## src/rtl/prod_accum_pkg.sv

```systemverilog
// Shared constants for the product accumulator: default frame length,
// accumulator width, multiplier product width and beat-count width helper.
package accum_pkg;

   localparam int LEN_DEF   = 16;
   localparam int ACC_W_DEF = 40;
   localparam int PROD_W    = 32;

   // Count must reach LEN itself, hence LEN+1 codes.
   function automatic int cnt_w_f(input int len);
      return $clog2(len + 1);
   endfunction

endpackage

```

## src/rtl/prod_accum_sat_add.sv

```systemverilog
// Unsigned ACC_W + 32-bit adder that clamps to all-ones on carry-out and
// reports the clamp as an overflow flag.
module sat_add
   import accum_pkg::*;
#(
   parameter int ACC_W = ACC_W_DEF
) (
   input  logic [ACC_W-1:0]  a,
   input  logic [PROD_W-1:0] b,
   output logic [ACC_W-1:0]  sum,
   output logic              ovf
);

   logic [ACC_W:0] full;

   assign full = {1'b0, a} + {{(ACC_W + 1 - PROD_W){1'b0}}, b};
   assign ovf  = full[ACC_W];
   assign sum  = ovf ? {ACC_W{1'b1}} : full[ACC_W-1:0];

endmodule

```

## src/rtl/prod_accum.sv

```systemverilog
// Frames a valid/ready stream of multiplier products into saturated sums of
// up to LEN beats; one result register slot, released by out_rdy.
module prod_accum
   import accum_pkg::*;
#(
   parameter int LEN   = LEN_DEF,
   parameter int ACC_W = ACC_W_DEF,
   parameter int CNT_W = cnt_w_f(LEN)
) (
   input  logic              sclk,
   input  logic              rst,
   input  logic              in_vld,
   output logic              in_rdy,
   input  logic [PROD_W-1:0] in_prod,
   input  logic              in_last,
   output logic              out_vld,
   input  logic              out_rdy,
   output logic [ACC_W-1:0]  out_sum,
   output logic [CNT_W-1:0]  out_cnt,
   output logic              out_ovf
);

   logic [ACC_W-1:0] acc_q, acc_d;
   logic [CNT_W-1:0] cnt_q, cnt_d;
   logic             ovf_acc_q, ovf_acc_d;
   logic             out_vld_q, out_vld_d;
   logic [ACC_W-1:0] out_sum_q, out_sum_d;
   logic [CNT_W-1:0] out_cnt_q, out_cnt_d;
   logic             out_ovf_q, out_ovf_d;

   logic [ACC_W-1:0] base;
   logic [ACC_W-1:0] sum;
   logic             beat_ovf;
   logic             accept;
   logic             frame_end;

   assign in_rdy = !out_vld_q || out_rdy;
   assign accept = in_vld && in_rdy;

   // cnt==0 marks a fresh frame, so acc never needs clearing at frame end.
   assign base      = (cnt_q == '0) ? '0 : acc_q;
   assign frame_end = in_last || (cnt_q == CNT_W'(LEN - 1));

   sat_add #(
      .ACC_W (ACC_W)
   ) u_sat_add (
      .a   (base),
      .b   (in_prod),
      .sum (sum),
      .ovf (beat_ovf)
   );

   always_comb begin
      acc_d     = acc_q;
      cnt_d     = cnt_q;
      ovf_acc_d = ovf_acc_q;
      out_vld_d = out_vld_q;
      out_sum_d = out_sum_q;
      out_cnt_d = out_cnt_q;
      out_ovf_d = out_ovf_q;

      if (out_vld_q && out_rdy) begin
         out_vld_d = 1'b0;
      end

      if (accept) begin
         if (frame_end) begin
            out_sum_d = sum;
            out_cnt_d = cnt_q + 1'b1;
            out_ovf_d = ovf_acc_q | beat_ovf;
            out_vld_d = 1'b1;
            cnt_d     = '0;
            ovf_acc_d = 1'b0;
         end else begin
            acc_d     = sum;
            cnt_d     = cnt_q + 1'b1;
            ovf_acc_d = ovf_acc_q | beat_ovf;
         end
      end
   end

   always_ff @(posedge sclk) begin
      if (rst) begin
         acc_q     <= '0;
         cnt_q     <= '0;
         ovf_acc_q <= 1'b0;
         out_vld_q <= 1'b0;
         out_sum_q <= '0;
         out_cnt_q <= '0;
         out_ovf_q <= 1'b0;
      end else begin
         acc_q     <= acc_d;
         cnt_q     <= cnt_d;
         ovf_acc_q <= ovf_acc_d;
         out_vld_q <= out_vld_d;
         out_sum_q <= out_sum_d;
         out_cnt_q <= out_cnt_d;
         out_ovf_q <= out_ovf_d;
      end
   end

   assign out_vld = out_vld_q;
   assign out_sum = out_sum_q;
   assign out_cnt = out_cnt_q;
   assign out_ovf = out_ovf_q;

endmodule

```

## config.mk

```make
export PLATFORM = sky130hd
export DESIGN_NAME = prod_accum
export DESIGN_NICKNAME = d
export VERILOG_FILES = /design/src/rtl/prod_accum_pkg.sv /design/src/rtl/prod_accum_sat_add.sv /design/src/rtl/prod_accum.sv
export SDC_FILE = /design/constraint.sdc
export NUM_CORES = 1
export LEC_CHECK = 0
export BUFFER_PORTS_ARGS = -buffer_cell sky130_fd_sc_hd__clkbuf_2
export CORE_MARGIN = 2
export CORE_UTILIZATION = 52
export CTS_BUF_LIST = sky130_fd_sc_hd__clkbuf_16
export DETAILED_ROUTE_END_ITERATION = 7
export PLACE_DENSITY = 0.74
export RECOVER_POWER = 25
export SYNTH_ARGS = -nofsm -noshare
export SYNTH_HDL_FRONTEND = slang
export SYNTH_SLANG_ARGS = --single-unit
```

## constraint.sdc

```tcl
create_clock -name sclk -period 3.7 [get_ports sclk]
set_input_delay 0.185 -clock sclk [delete_from_list [all_inputs] [get_ports sclk]]
set_output_delay 0.185 -clock sclk [all_outputs]
set_load 0.01 [all_outputs]
```

==> results of run 1 <==
-- what timing repair did --
item	CTS	global route
cloned	0	1
buffers inserted	1	8
hold endpoints to repair	0	0
resized for setup	4	60
pin swaps	2	15
endpoints found under the setup margin	30	80
-- stage by stage --
stage | area [sq um] | util [%] | power, W | std cells
global route | 7100 | 65.5 | 0.00271 | 962
detailed placement | 6460 | 59.6 | 0.00162 | 936
finish | 7100 | 65.5 | 0.00259 | 962
floorplan | 5830 | - | 0.00146 | 726
global placement | 6460 | 59.6 | 0.00161 | 936
CTS | 6790 | 62.6 | 0.00256 | 953
-- power groups by stage --
| stage | clock [W] | combinational [W] | sequential, W |
|---|---|---|---|
| floorplan | 0 | 0.000335 | 0.00112 |
| global placement | 0 | 0.000494 | 0.00111 |
| detailed placement | 0 | 0.000504 | 0.00112 |
| CTS | 0.000961 | 0.000510 | 0.00109 |
| global route | 0.000997 | 0.000611 | 0.00110 |
| finish | 0.000942 | 0.000552 | 0.00109 |
-- worst min-delay path, cell delays in order --
cell      delay, ns
clkbuf_2       0.10
a31oi_1        0.14
nor3_1         0.06
-- area by class of cell --
class                           instances  area (sq um)
Clock buffer                            9           225
Clock inverter                          7          75.1
Fill cell                             959          3740
Inverter                               13          53.8
Multi-Input combinational cell        573          3950
Sequential cell                        93          1870
Tap cell                              140           175
Timing Repair Buffer                  127           756
-- layer usage --
layer | vias up | track usage (%) | routed length [microns]
li1 | 2794 | - | -
met1 | 2677 | 33.0 | 7130
met2 | 153 | 44.3 | 7600
met3 | 21 | 6.81 | 749
met4 | 0 | 7.59 | 248
met5 | - | 0 | 0
-- kinds of logic after synthesis --
kind of cell | Yosys count | share of synthesized area (%)
xor+xnor | 33 | 5.01
mux | 3 | 0.521
buf+inv | 60 | 4.47
flops | 93 | 32.3
simple gates | 294 | 24.8
fa+ha+maj | 36 | 7.94
compound gates | 207 | 24.9
-- cells in the final DEF, fill, tap and decap left out, types with 5 or more instances in the layout --
| cell type | synthesis | layout |
|---|---|---|
| a21o_1 | 9 | 9 |
| buf_4 | 0 | 36 |
| a21oi_1 | 46 | 41 |
| a31oi_1 | 6 | 6 |
| ha_4 | 0 | 9 |
| nor3_1 | 18 | 16 |
| o21ai_0 | 25 | 21 |
| a21oi_2 | 0 | 5 |
| or2_2 | 5 | 5 |
| nor2_2 | 1 | 6 |
| clkbuf_1 | 28 | 32 |
| nor2_1 | 132 | 125 |
| nand2_1 | 48 | 48 |
| xnor2_1 | 20 | 20 |
| o21a_1 | 7 | 7 |
| and3_1 | 6 | 6 |
| a311oi_1 | 7 | 6 |
| clkbuf_2 | 3 | 51 |
| dfxtp_1 | 93 | 91 |
| ha_2 | 0 | 5 |
| nand4_1 | 7 | 7 |
| clkbuf_16 | 0 | 10 |
| o211ai_1 | 6 | 6 |
| a211oi_1 | 68 | 66 |
| nand3_1 | 9 | 9 |
| xor2_1 | 13 | 13 |
| inv_1 | 13 | 11 |
| ha_1 | 35 | 21 |
| and2_1 | 38 | 35 |
-- final timing paths --
kind | start | endpoint | slack (ns)
hold reg to reg | out_cnt[1] | out_cnt[1] | 0.46
setup / recovery | cnt_q[1] | out_sum[36] | 0.07
setup reg to reg | cnt_q[1] | out_sum[36] | 0.07
hold / removal | in_vld | ovf_acc_q | 0.17
-- cells in the mapped netlist (3+ instances only) --
master,number
mux2i_1,3
a211oi_1,68
or3_1,3
nor2_1,132
xor2_1,13
nand2_1,48
inv_1,13
nand4_1,7
dfxtp_1,93
ha_1,35
o211ai_1,6
nor3_1,18
xnor2_1,20
o21ai_0,25
nand2b_1,4
a31oi_1,6
and2_1,38
a21o_1,9
a41oi_1,3
o31ai_1,3
nand3_1,9
a21oi_1,46
or2_2,5
buf_2,11
a311oi_1,7
and3_1,6
buf_1,3
clkbuf_1,28
o21a_1,7
clkbuf_2,3
-- flip-flops by register name, summed over array words and instances (netlist names) --
register,flops
out_cnt,5
acc_q,40
out_sum,40
out_ovf,1
ovf_acc_q,1
out_vld,1
cnt_q,5
==> impl_results.md, run 1 <==
- Worst path max stage delay: between 0.5 and 0.6 ns
- Max Clock Freq: 275 MHz
- PD cells: roughly 360 mW/mm^2
- Status: completed
- Net Sw Frac: 29.8%
- Worst setup margin: 0.0686 ns
- Die Wd: 109 microns
- Final ANT Viol Nets: 0
- Antenna cell count: 0
- DRT Wirelength: 15700 microns
- Final Max Slew Viols: 0
- Share of cells above drive strength 1: 22.1%
- Register area share after synthesis: 32.3%
- GP Congestion: 0.958
- CTS HTree Levels: 3
- Worst path arrival time: 3.89 ns
- Least-Margin Pin Slew: 0.743 ns
- Root buffer cell: clkbuf_16
- Worst path depth: 15
- Vias per inst: 5.87
- Largest net degree at the start of global routing: 67
- Hold buffer count at CTS: 0
- Internal power: 0.00182 W
- WL per Instance: 16.3 microns
- Worst-Skew Late Latency: 0.36 ns
- Initial Utilization: 53.2%
- Total number of vias: between 5000 and 6000
- Crit path buffers/inverters: 3
- Initial antenna violation count: 0
- Worst-case reg-to-reg path depth: 15
- EDFF count, synth: 0
- Min Hold Slack: between 0.15 and 0.2 ns
- Clk pwr share: 36.4%
- CP Launch Type: register
- Synth top area share: 32.3%
- Remaining DRCs: 0
- Dominant cells by area after synthesis: dfxtp_1 32%, a211oi_1 8.9%, nor2_1 8.6%, ha_1 7.6%, and2_1 4.1%
- P_sw: 0.000772 W
- Die height: 109 microns
- WHS Path Cells: 3
- Setup CP Type: reg -> reg
- Area of the die: 0.0119 sq mm
- Vias in the first global route: around 5300
- All-Layer GR Usage: a little over a quarter
- Worst vdd ir: roughly 0.0004 V
- Combinational Power Share: 21.3%
- Most area-hungry cell type in the Yosys netlist: dfxtp_1
- Hpwl dp: about 11000 microns
- Worst EP required: 3.96 ns
- Crit path time final: between 3 and 4 ns
- Fin. Hold Viols: 0
- Largest delay share family, worst path: compound AO/OA/AOI/OAI gates
- Final setup vio count: 0
- Synth warn: 0
- CTS Buf Count: 9
- GRT Residual Overflow: 0
- PortBufs: 84
- Pre-antenna DRT Iters: 5
- Critical path's slowest cell: or4b_4
- Row count: 38
- Mapped Cells: 726
- Initial DRC Count: about 380
- CTS sink cnt: 93
- CP cell instances: inv_4 > ha_4 > or4b_4 > buf_8 > and2_4 > fa_2 > a211oi_2 > o211ai_2 > a211oi_2 > o211ai_2 > nand2_1 > nor3b_2 > buf_4 > and4_1 > o41ai_2
- Core Footprint: around 0.011 sq mm
- Post-Place Worst Slack: -0.0544 ns
- Post-synthesis cell type count: between 60 and 70
- Synthesized area: 0.00576 sq mm
- Post-synth ARST share: 0%
- First-pass GRT wire length: approximately 25000 microns
- RSZ-0062 raised after global routing: true
- CTS tree: done
- Worst Skew: 0.00884 ns
- Crit share post-route: 98.1%
- Syn-to-layout area delta: 23.2%
- HP Class: in -> reg
- Synth Flop Type: dfxtp_1
- Yosys reg bits: 93
- Worst Setup End Kind: register
- Post-Syn Nets: 799
- TNS Setup: 0 ns
- Fin nets: 890
- Clk pin slew, worst setup/hold paths: about 0.070 ns
- I/O pin count: 85
- Maximum fanout along the worst path: 7
- Part of the power in registers: 42.3%
- Rel. slew slack: 50.5%
- CTS Buffer Depth: 2
- Synthesized area per cell: approximately 8 sq um
- Maxcap violations: 0
- Static leakage: 2.83 nW
Power figures use the tool's default switching activity.
==> run 2: changes to the inputs <==
==> constraint.sdc (replaced) <==
create_clock -name sclk -period 3.7 [get_ports sclk]
set_input_delay 0 -clock sclk [delete_from_list [all_inputs] [get_ports sclk]]
set_output_delay 0 -clock sclk [all_outputs]
set_load 0.01 [all_outputs]
==> impl_results.md, run 2 (synthesized netlist as in run 1, its figures left out) <==
- Pre-antenna DRT Iters: 6
- Hold EP: out_vld
- Max Clock Freq: 276 MHz
- Largest delay share family, worst path: compound AO/OA/AOI/OAI gates
- Worst setup margin: 0.0738 ns
- Initial antenna violation count: 0
- Crit share post-route: 98.0%
- CP cell instances: inv_4 > ha_4 > or4b_4 > buf_8 > and2_4 > fa_2 > a211oi_2 > o211ai_2 > a211oi_2 > o211ai_2 > nand2_1 > nor3b_2 > buf_4 > and4_1 > o41ai_2
- RR Endpoint: out_sum[36]
- Worst path arrival time: 3.89 ns
- Rel. slew slack: about half
- Final Max Slew Viols: 0
- Syn-to-layout area delta: 23.4%
- Static leakage: 2.83 nW
- HP Class: in -> reg
- Initial Utilization: 53.2%
- PortBufs: 84
- Non-Filler Instances: 963
- R2r startpoint: cnt_q[1]
- Commonest non-fill, non-tap cell in the layout: nor2_1
- Die Wd: 109 microns
- Worst-Skew Late Latency: 0.36 ns
- TNS Setup: 0 ns
- Fillers: approximately 960
- Maxcap violations: 0
- DRT Wirelength: 15700 microns
- CP Launch Type: register
- All-Layer GR Usage: 26.3%
- GRT Residual Overflow: 0
- Worst-case reg-to-reg path depth: 15
- Most frequent cells in the layout: 125 x nor2_1, 91 x dfxtp_1, 66 x a211oi_1
- Final ANT Viol Nets: 0
- RSZ-0062 raised after global routing: true
- Worst vdd ir: 0.000406 V
- PD cells: 364 mW/mm^2
- Vias per inst: 5.85
- Crit path time final: around 3.6 ns
- Status: completed
- Clk pin slew, worst setup/hold paths: 0.07 ns
- Worst path max stage delay: 0.51 ns
- CTS Buf Count: 9
- CTS Buffer Depth: 2
- WHS Path Cells: 3
- GP Congestion: ~0.96
- Crit path buffers/inverters: 3
- Largest net degree at the start of global routing: 67
- Hold_sp: out_rdy
- Critical path's slowest cell: or4b_4
- Least-Margin Pin Slew: between 0.7 and 0.8 ns
- Reg2Reg Setup Slack: roughly 0.074 ns
- Post-Place Worst Slack: -0.0544 ns
- Share of cells above drive strength 1: 22.1%
- Min Hold Slack: around 0.02 ns
- CTS sink cnt: 93
- Worst Skew: 0.00886 ns
- Final setup vio count: 0
- Root buffer cell: clkbuf_16
- Fin. Hold Viols: 0
- Remaining DRCs: 0
- Area of the die: 0.0119 sq mm
- WL per Instance: 16.3 microns
- Vias in the first global route: between 5000 and 6000
- First-pass GRT wire length: 24900 microns
- Die height: 109 microns
- Core Footprint: 0.0108 sq mm
- Setup CP Type: reg -> reg
- Worst EP required: between 3 and 4 ns
- Worst Setup End Kind: register
- Row count: 38
- Initial DRC Count: roughly 400
- Hpwl dp: roughly 11000 microns
- Fin nets: between 800 and 900
- Inst Count DP: 936
- Total number of vias: 5631
- Maximum fanout along the worst path: 7
- Antenna cell count: 0
- CTS HTree Levels: 3
- CTS tree: done
- I/O pin count: 85
-- run 2: changes by cell type in the layout (fill, tap and decap cells not counted) --
cell	delta
dlygate4sd3_1	+1
-- run 2: layout make-up --
cell class	instances	area [sq um]	share of cell area [%]
clock buffer	9	225	3.17
clock inverter	7	75.1	1.06
inverter	13	53.8	0.757
multi-input combinational	573	3950	55.5
sequential	93	1870	26.3
tap	140	175	2.46
timing repair buffer	128	766	10.8
-- run 2: worst min-delay path, stage by stage --
cell and delay (ns):
clkbuf_2 0.07, nand2b_1 0.17, a21oi_1 0.08
-- run 2: repair_timing --
action / 4_1_cts / 5_1_grt
pin swaps: 2 / 15
resized for setup: 4 / 60
hold buffers: 1 / 0
endpoints found under the hold margin: 1 / 0
endpoints found under the setup margin: 30 / 80
cloned: 0 / 1
setup buffers: 1 / 8
-- run 2: worst max path at each step --
stage                  start           to  slack [ns]  depth (start not counted)
finish              cnt_q[1]  out_sum[36]        0.07                         15
global route        cnt_q[0]  out_sum[36]        -0.1                         15
floorplan           cnt_q[0]    acc_q[25]       0.006                         19
detailed placement  cnt_q[0]  out_sum[31]       -0.05                         14
global placement    cnt_q[0]  out_sum[29]       0.007                         13
CTS                 cnt_q[0]  out_sum[39]       0.003                         14
-- run 2: report_power, final --
part           total, W  leakage [nW]  internal, W  switching (W)
Combinational  0.000553          1.93     0.000229       0.000323
Sequential      0.00109         0.765      0.00106      0.0000323
Clock          0.000944         0.138     0.000526       0.000419
Total           0.00259          2.83      0.00182       0.000774
-- run 2: metrics by stage --
stage / area (sq um) / utilization [%] / power [W]
floorplan: 5830 / - / 0.00146
global placement: 6460 / 59.6 / 0.00161
detailed placement: 6460 / 59.6 / 0.00162
CTS: 6800 / 62.7 / 0.00256
global route: 7110 / 65.6 / 0.00271
finish: 7110 / 65.6 / 0.00259
-- run 2: metal layers --
metal | global-route usage [%] | part of all wire, %
met5 | 0 | 0
met4 | 7.59 | 1.6
met3 | 6.81 | 5.2
met2 | 44.3 | 48
met1 | 33.1 | 45
